==> config.mk <==
export PLATFORM = sky130hd
export DESIGN_NAME = keypad_scan16
export DESIGN_NICKNAME = d
export VERILOG_FILES = /design/src/rtl/keypad_pkg.sv /design/src/rtl/keypad_fifo.sv /design/src/rtl/keypad_scan16.sv
export SDC_FILE = /design/constraint.sdc
export NUM_CORES = 1
export LEC_CHECK = 0
export CORE_UTILIZATION = 59
export DETAILED_ROUTE_END_ITERATION = 8
export PLACE_DENSITY_LB_ADDON = 0.05
export SLEW_MARGIN = 20
export SYNTH_ARGS = -nofsm -noshare
export SYNTH_HDL_FRONTEND = slang
export SYNTH_SLANG_ARGS = --single-unit
==> constraint.sdc <==
create_clock -name clk -period 23.8 [get_ports clk]
set_input_delay 5.95 -clock clk [delete_from_list [all_inputs] [get_ports clk]]
set_output_delay 5.95 -clock clk [all_outputs]
set_load 0.005 [all_outputs]
==> src/rtl/keypad_pkg.sv <==
// rtl/keypad_pkg.sv - shared register map, bit positions and debounce states for keypad_scan16
package keypad_pkg;

    localparam logic [1:0] REG_STATUS = 2'd0;
    localparam logic [1:0] REG_DATA   = 2'd1;
    localparam logic [1:0] REG_CTRL   = 2'd2;

    localparam int ST_NEMPTY = 0;
    localparam int ST_OVF    = 1;
    localparam int ST_HELD   = 2;
    localparam int ST_COUNT  = 4;

    localparam int CTRL_INT_EN  = 0;
    localparam int CTRL_OVF_CLR = 1;

    typedef enum logic [1:0] {
        KP_IDLE,
        KP_CAND,
        KP_HELD
    } kp_state_t;

    // Frame bits are stored column-major (col*4+row); keycodes are row*4+col.
    function automatic logic [3:0] kp_keycode(input logic [3:0] frame_bit);
        return {frame_bit[1:0], frame_bit[3:2]};
    endfunction

endpackage

==> src/rtl/keypad_fifo.sv <==
// rtl/keypad_fifo.sv - small keycode queue; a pop frees room for a same-cycle push
module keypad_fifo
    import keypad_pkg::*;
#(
    parameter int  DEPTH = 4,
    localparam int AW    = (DEPTH > 1) ? $clog2(DEPTH) : 1,
    localparam int CW    = $clog2(DEPTH + 1)
) (
    input  logic          clk,
    input  logic          reset,
    input  logic          push,
    input  logic [3:0]    push_data,
    input  logic          pop,
    output logic [3:0]    head,
    output logic [CW-1:0] count,
    output logic          full,
    output logic          empty,
    output logic          drop
);

    logic [3:0]    mem [DEPTH];
    logic [AW-1:0] rd_ptr;
    logic [AW-1:0] wr_ptr;
    logic          do_push;
    logic          do_pop;

    function automatic logic [AW-1:0] ptr_inc(input logic [AW-1:0] p);
        return (p == AW'(DEPTH - 1)) ? '0 : p + 1'b1;
    endfunction

    assign empty   = (count == '0);
    assign full    = (count == CW'(DEPTH));
    assign do_pop  = pop & ~empty;
    assign do_push = push & (~full | do_pop);
    assign drop    = push & ~do_push;
    assign head    = empty ? 4'h0 : mem[rd_ptr];

    always_ff @(posedge clk) begin
        if (do_push) begin
            mem[wr_ptr] <= push_data;
        end
    end

    always_ff @(posedge clk) begin
        if (reset) begin
            rd_ptr <= '0;
            wr_ptr <= '0;
            count  <= '0;
        end else begin
            if (do_push) begin
                wr_ptr <= ptr_inc(wr_ptr);
            end
            if (do_pop) begin
                rd_ptr <= ptr_inc(rd_ptr);
            end
            case ({do_push, do_pop})
                2'b10:   count <= count + 1'b1;
                2'b01:   count <= count - 1'b1;
                default: count <= count;
            endcase
        end
    end

endmodule

==> src/rtl/keypad_scan16.sv <==
// rtl/keypad_scan16.sv - 4x4 keypad scanner with frame debounce, keycode FIFO and bus registers
module keypad_scan16
    import keypad_pkg::*;
#(
    parameter int SCAN_DIV        = 1000,
    parameter int DEBOUNCE_FRAMES = 4,
    parameter int FIFO_DEPTH      = 4
) (
    input  logic        clk,
    input  logic        reset,
    output logic [3:0]  o_col,
    input  logic [3:0]  i_row,
    input  logic        i_cs,
    input  logic        i_re,
    input  logic        i_we,
    input  logic [3:0]  i_addr,
    input  logic [31:0] i_wdata,
    input  logic [3:0]  i_wdata_sel,
    output logic [31:0] o_rdata,
    output logic        o_int
);

    localparam int SW = (SCAN_DIV > 1) ? $clog2(SCAN_DIV) : 1;
    localparam int DW = $clog2(DEBOUNCE_FRAMES + 1);
    localparam int CW = $clog2(FIFO_DEPTH + 1);

    logic [3:0]    row_meta;
    logic [3:0]    row_sync;
    logic [SW-1:0] slot_cnt;
    logic [1:0]    col;
    logic [15:0]   frame;
    logic [15:0]   frame_next;
    logic          slot_end;
    logic          frame_done;

    logic [4:0]    ones;
    logic [3:0]    hit_bit;
    logic          is_none;
    logic          is_single;
    logic [3:0]    key;

    kp_state_t     state, state_nx;
    logic [3:0]    cand, cand_nx;
    logic [DW-1:0] stab, stab_nx;
    logic [DW-1:0] rel, rel_nx;
    logic          push;

    logic [3:0]    fifo_head;
    logic [CW-1:0] fifo_count;
    logic [2:0]    count3;
    logic          fifo_full;
    logic          fifo_empty;
    logic          fifo_drop;
    logic          rd_pop;
    logic          ctrl_wr;
    logic          int_en;
    logic          ovf;
    logic          unused_bits;

    always_ff @(posedge clk) begin
        if (reset) begin
            row_meta <= 4'hF;
            row_sync <= 4'hF;
        end else begin
            row_meta <= i_row;
            row_sync <= row_meta;
        end
    end

    assign slot_end   = (slot_cnt == SW'(SCAN_DIV - 1));
    assign frame_done = slot_end && (col == 2'd3);

    // The last column's sample is merged here so the frame is judged on the edge it completes.
    always_comb begin
        frame_next = frame;
        frame_next[col*4 +: 4] = ~row_sync;
    end

    always_ff @(posedge clk) begin
        if (reset) begin
            slot_cnt <= '0;
            col      <= 2'd0;
            o_col    <= 4'b1110;
            frame    <= '0;
        end else if (slot_end) begin
            slot_cnt <= '0;
            col      <= col + 2'd1;
            o_col    <= ~(4'b0001 << (col + 2'd1));
            frame    <= frame_next;
        end else begin
            slot_cnt <= slot_cnt + 1'b1;
        end
    end

    always_comb begin
        ones    = '0;
        hit_bit = '0;
        for (int i = 0; i < 16; i++) begin
            if (frame_next[i]) begin
                ones    = ones + 5'd1;
                hit_bit = 4'(i);
            end
        end
    end

    assign is_none   = (ones == 5'd0);
    assign is_single = (ones == 5'd1);
    assign key       = kp_keycode(hit_bit);

    always_ff @(posedge clk) begin
        if (reset) begin
            state <= KP_IDLE;
            cand  <= '0;
            stab  <= '0;
            rel   <= '0;
        end else begin
            state <= state_nx;
            cand  <= cand_nx;
            stab  <= stab_nx;
            rel   <= rel_nx;
        end
    end

    always_comb begin
        state_nx = state;
        cand_nx  = cand;
        stab_nx  = stab;
        rel_nx   = rel;
        push     = 1'b0;
        if (frame_done) begin
            case (state)
                KP_IDLE: begin
                    if (is_single) begin
                        cand_nx = key;
                        if (DEBOUNCE_FRAMES == 1) begin
                            push     = 1'b1;
                            state_nx = KP_HELD;
                            stab_nx  = '0;
                            rel_nx   = '0;
                        end else begin
                            stab_nx  = DW'(1);
                            state_nx = KP_CAND;
                        end
                    end
                end
                KP_CAND: begin
                    if (is_single && (key == cand)) begin
                        if (stab + 1'b1 == DW'(DEBOUNCE_FRAMES)) begin
                            push     = 1'b1;
                            state_nx = KP_HELD;
                            stab_nx  = '0;
                            rel_nx   = '0;
                        end else begin
                            stab_nx = stab + 1'b1;
                        end
                    end else begin
                        state_nx = KP_IDLE;
                        stab_nx  = '0;
                    end
                end
                KP_HELD: begin
                    if (is_none) begin
                        if (rel + 1'b1 == DW'(DEBOUNCE_FRAMES)) begin
                            state_nx = KP_IDLE;
                            rel_nx   = '0;
                        end else begin
                            rel_nx = rel + 1'b1;
                        end
                    end else begin
                        rel_nx = '0;
                    end
                end
                default: state_nx = KP_IDLE;
            endcase
        end
    end

    assign rd_pop  = i_cs & i_re & (i_addr[3:2] == REG_DATA);
    assign ctrl_wr = i_cs & i_we & (i_addr[3:2] == REG_CTRL) & i_wdata_sel[0];

    keypad_fifo #(
        .DEPTH (FIFO_DEPTH)
    ) u_fifo (
        .clk       (clk),
        .reset     (reset),
        .push      (push),
        .push_data (key),
        .pop       (rd_pop),
        .head      (fifo_head),
        .count     (fifo_count),
        .full      (fifo_full),
        .empty     (fifo_empty),
        .drop      (fifo_drop)
    );

    always_ff @(posedge clk) begin
        if (reset) begin
            int_en <= 1'b0;
            ovf    <= 1'b0;
        end else begin
            if (ctrl_wr) begin
                int_en <= i_wdata[CTRL_INT_EN];
            end
            if (fifo_drop) begin
                ovf <= 1'b1;
            end else if (ctrl_wr && i_wdata[CTRL_OVF_CLR]) begin
                ovf <= 1'b0;
            end
        end
    end

    assign count3 = 3'(fifo_count);

    always_comb begin
        o_rdata = '0;
        case (i_addr[3:2])
            REG_STATUS: begin
                o_rdata[ST_NEMPTY]       = ~fifo_empty;
                o_rdata[ST_OVF]          = ovf;
                o_rdata[ST_HELD]         = (state == KP_HELD);
                o_rdata[ST_COUNT +: 3]   = count3;
            end
            REG_DATA: o_rdata[3:0]        = fifo_head;
            REG_CTRL: o_rdata[CTRL_INT_EN] = int_en;
            default:  o_rdata = '0;
        endcase
    end

    assign o_int = int_en & ~fifo_empty;

    assign unused_bits = ^{i_addr[1:0], i_wdata[31:2], i_wdata_sel[3:1], fifo_full};

endmodule

==> impl_metrics.ini <==
[setup_path]
worst_r2r_path_depth = 58
rr_endpoint = u_fifo.count[2]
worst_path_dominant_cell_family = buffers and inverters
critPathRequiredTime_ns = 17.85
cp_slowest_stage_delay_ns = 0.56
r2r_setup_slack_ns = 11.00
timing_worst_setup_path_type = in2out
critPathMaxFanout = 11
worstPathBufferInverterCount = 2
path_common_cell = sky130_fd_sc_hd__clkdlybuf4s50_1
crit_path_end_kind = primary output
worst-endpoint-arrival_ns = 7.56
crit-reg2reg-launch = col[0]
worst_path_max_delay_cell = sky130_fd_sc_hd__clkdlybuf4s50_1
crit_chain = clkdlybuf4s50_1 -> or3_1 -> a21oi_1 -> clkdlybuf4s50_1
crit_path_start_kind = primary input

[placed_design]
port-buffer-count = 25
placed_cells_incl_taps = 744
gp_congestion = 0.808
placement.cell_area_um2 = 5800
detailed_place_hpwl_um = 8160

[sta]
unrepaired_setup_endpoints_after_global_routing = no
timing.final.max_slew_violations = 0
worst-slew-pin-transition_ns = 1.02
final.min_clock_period_ns = 13.51
period_utilisation_layout_pct = 56.7
skew_ns = 0.0139
achievable-frequency_mhz = 74.0
post_route_setup_tns_ns = 0
final-setup-viol-count = 0
report.final.hold_viol_count = 0
maxSlewHeadroom_pct = 31.9

[yosys]
synth_area_per_cell_um2 = 8.89
netlist_instances = 629
postSynthRegisterBits = 79
ys_dominant_reg_cell = sky130_fd_sc_hd__dfxtp_1
synth_largest_type_area_fraction_pct = 22.6
synthMostInstantiatedCell = sky130_fd_sc_hd__nor2_1
post_synth_most_frequent_cells = sky130_fd_sc_hd__nor2_1, sky130_fd_sc_hd__dfxtp_1, sky130_fd_sc_hd__nand2_1, sky130_fd_sc_hd__xnor2_1, sky130_fd_sc_hd__ha_1
synth_cell_type_count = 72
synth_warn = 0
async_flop_share_pct = 0
synth_area_leaders = sky130_fd_sc_hd__dfxtp_1, sky130_fd_sc_hd__edfxtp_1, sky130_fd_sc_hd__ha_1, sky130_fd_sc_hd__nor2_1, sky130_fd_sc_hd__xnor2_1
netlist_area_um2 = 5590
synth.largest_area_cell = sky130_fd_sc_hd__dfxtp_1
synth_sequential_area_ratio_pct = 31.1
count_of_flip_flops_with_a_built_in_enable_after_synthesis = 16

[routing]
vias = 4383
drc = 0
route.detailed.vias_per_inst = 5.77
detail-route-antenna-nets = 0
dr.first_iter.drc_count = 196
routed_wl_um = 11100
dr.pass1.iters = 5
detail_route.wl_per_cell_um = 14.6

[grt]
global_route.usage.total_pct = 24.0
grt_overflow = 0
grt_start_max_net_pins = 58
grt_pass1_vias = 4207
grt_first_pass_wirelength_um = 19100
number_of_antenna_violations_at_the_first_check_in_global_routing = 0

[cells_and_area]
post-route-cell-area_um2 = 5980
drive_above_1_share_pct = 9.86
layout.core_utilization_pct = 65.1
instances_no_fill = 760
antenna_cells_inserted = 0
layout-area-overhead-vs-synth_pct = 7.00
regArea_um2 = 1740
fillers = 787
multi_input_comb_area_um2 = 3580
final_net_count = 723

[cts]
clock-sinks = 79
cts-htree-levels = 3
cts_tree = done
post_cts_resized = 0
postCtsSetupRepairBufs = 0
clock_insertion_delay_worst_skew_ns = 0.36
clk_pin_slew_ns = 0.09
clockRootBuffer = sky130_fd_sc_hd__clkbuf_8
max-clock-path-buffers = 2
cts_hold_buf = 0
numCtsBuffers = 9

[floorplan]
die_ht_um = 99.4
io-pin-count = 86
die_width_um = 99.4
die_area_um2 = 9870
core_area_um2 = 9200
rows = 35
initial_core_util_pct = 60.8

[worst_hold_path]
worstHoldEndpoint = row_sync[0]
hp-class = reg2reg
min_from = row_meta[0]
hold-path-cell-count = 1

[outcome]
run_status = completed

[power]
design_power_total_uw = 261
p_leak_uw = 0.00233
power.density_nw_per_um2 = 43.6
ir_drop_uv = 24.9

[job]
max_cap_viol_count = 0
[power by group]
| part | internal [µW] | switching [µW] |
|---|---|---|
| Sequential | 137 | 0.905 |
| Combinational | 12.3 | 15.9 |
| Clock | 41.7 | 52.8 |
| Total | 191 | 69.6 |
[kinds of logic (layout without fill, tap and decap cells)]
family | count (synthesis) | after routing | share of synthesized area (%)
simple gates | 246 | 246 | 22.8
compound gates | 117 | 117 | 14.2
flops | 79 | 79 | 31.1
buf+inv | 67 | 63 | 6.40
xor+xnor | 65 | 65 | 13.0
fa+ha+maj | 31 | 31 | 7.03
mux | 23 | 23 | 5.33
other cells | 1 | 25 | 0.0671
[worst reg2reg max path, delay by kind of cell, from the launching register on]
family,cells,cell delay (ns)
adders and majority gates,17,5.30
and+or+nand+nor,20,3.04
AOI/OAI and AO/OA,12,2.38
muxes,2,0.58
DFF,1,0.58
buffers and inverters,5,0.45
xor gates and xnor gates,2,0.43
[how the worst max path moves through the flow]
stage | startpoint | end | cells past startpoint
finish | i_addr[2] | o_rdata[2] | 4
global route | col[0] | u_fifo.count[2] | 58
CTS | i_addr[2] | o_rdata[2] | 4
detailed placement | i_addr[2] | o_rdata[2] | 4
global placement | i_addr[2] | o_rdata[2] | 4
floorplan | i_addr[2] | o_rdata[2] | 3
[stage by stage]
step / setup slack (ns) / hold slack [ns]
after floorplan: 11.27 / 0.389
after global placement: 10.30 / 0.398
after detailed placement: 10.29 / 0.403
after CTS: 10.29 / 0.420
after global routing: 10.06 / 0.437
final: 10.29 / 0.420
[state kept, by name (all words and copies together), names as in the netlist, named ones only]
register	flops
row_sync	4
ovf	1
state	2
row_meta	4
slot_cnt	10
int_en	1
u_fifo.wr_ptr	2
cand	4
u_fifo.count	3
o_col	4
rel	3
col	2
stab	3
frame	16
u_fifo.mem	16
u_fifo.rd_ptr	2
[routing by layer]
| layer | share of wire (%) | GRT usage [%] |
|---|---|---|
| met5 | 0 | 0 |
| met1 | 48 | 31.1 |
| met4 | 1.6 | 10.3 |
| met2 | 47 | 40.1 |
| met3 | 2.9 | 3.51 |
[cell type report]
cell class	count	share of cell area (%)
multi-input combinational	507	59.9
sequential	79	29.1
timing repair buffer	27	4.35
clock buffer	11	2.36
tap	111	2.32
inverter	20	1.25
clock inverter	5	0.690
[cells in the final DEF, fill, tap and decap left out, types with 8 or more instances in the layout]
cell type	n
sky130_fd_sc_hd__and2_1	11
sky130_fd_sc_hd__a21oi_1	20
sky130_fd_sc_hd__or3_1	8
sky130_fd_sc_hd__clkbuf_8	10
sky130_fd_sc_hd__clkdlybuf4s50_1	24
sky130_fd_sc_hd__nand4_1	10
sky130_fd_sc_hd__nand2b_1	12
sky130_fd_sc_hd__edfxtp_1	16
sky130_fd_sc_hd__nand2_1	49
sky130_fd_sc_hd__dfxtp_1	63
sky130_fd_sc_hd__nor3_1	16
sky130_fd_sc_hd__nor2_1	70
sky130_fd_sc_hd__mux2i_1	14
sky130_fd_sc_hd__o21ai_0	16
sky130_fd_sc_hd__a211oi_1	18
sky130_fd_sc_hd__nor2b_1	19
sky130_fd_sc_hd__conb_1	25
sky130_fd_sc_hd__xor2_1	24
sky130_fd_sc_hd__xnor2_1	30
sky130_fd_sc_hd__inv_1	19
sky130_fd_sc_hd__nand3_1	13
sky130_fd_sc_hd__a31oi_1	14
sky130_fd_sc_hd__or2_2	11
sky130_fd_sc_hd__a31o_2	8
sky130_fd_sc_hd__ha_1	29
No activity file was read; power rests on OpenSTA's default activity.
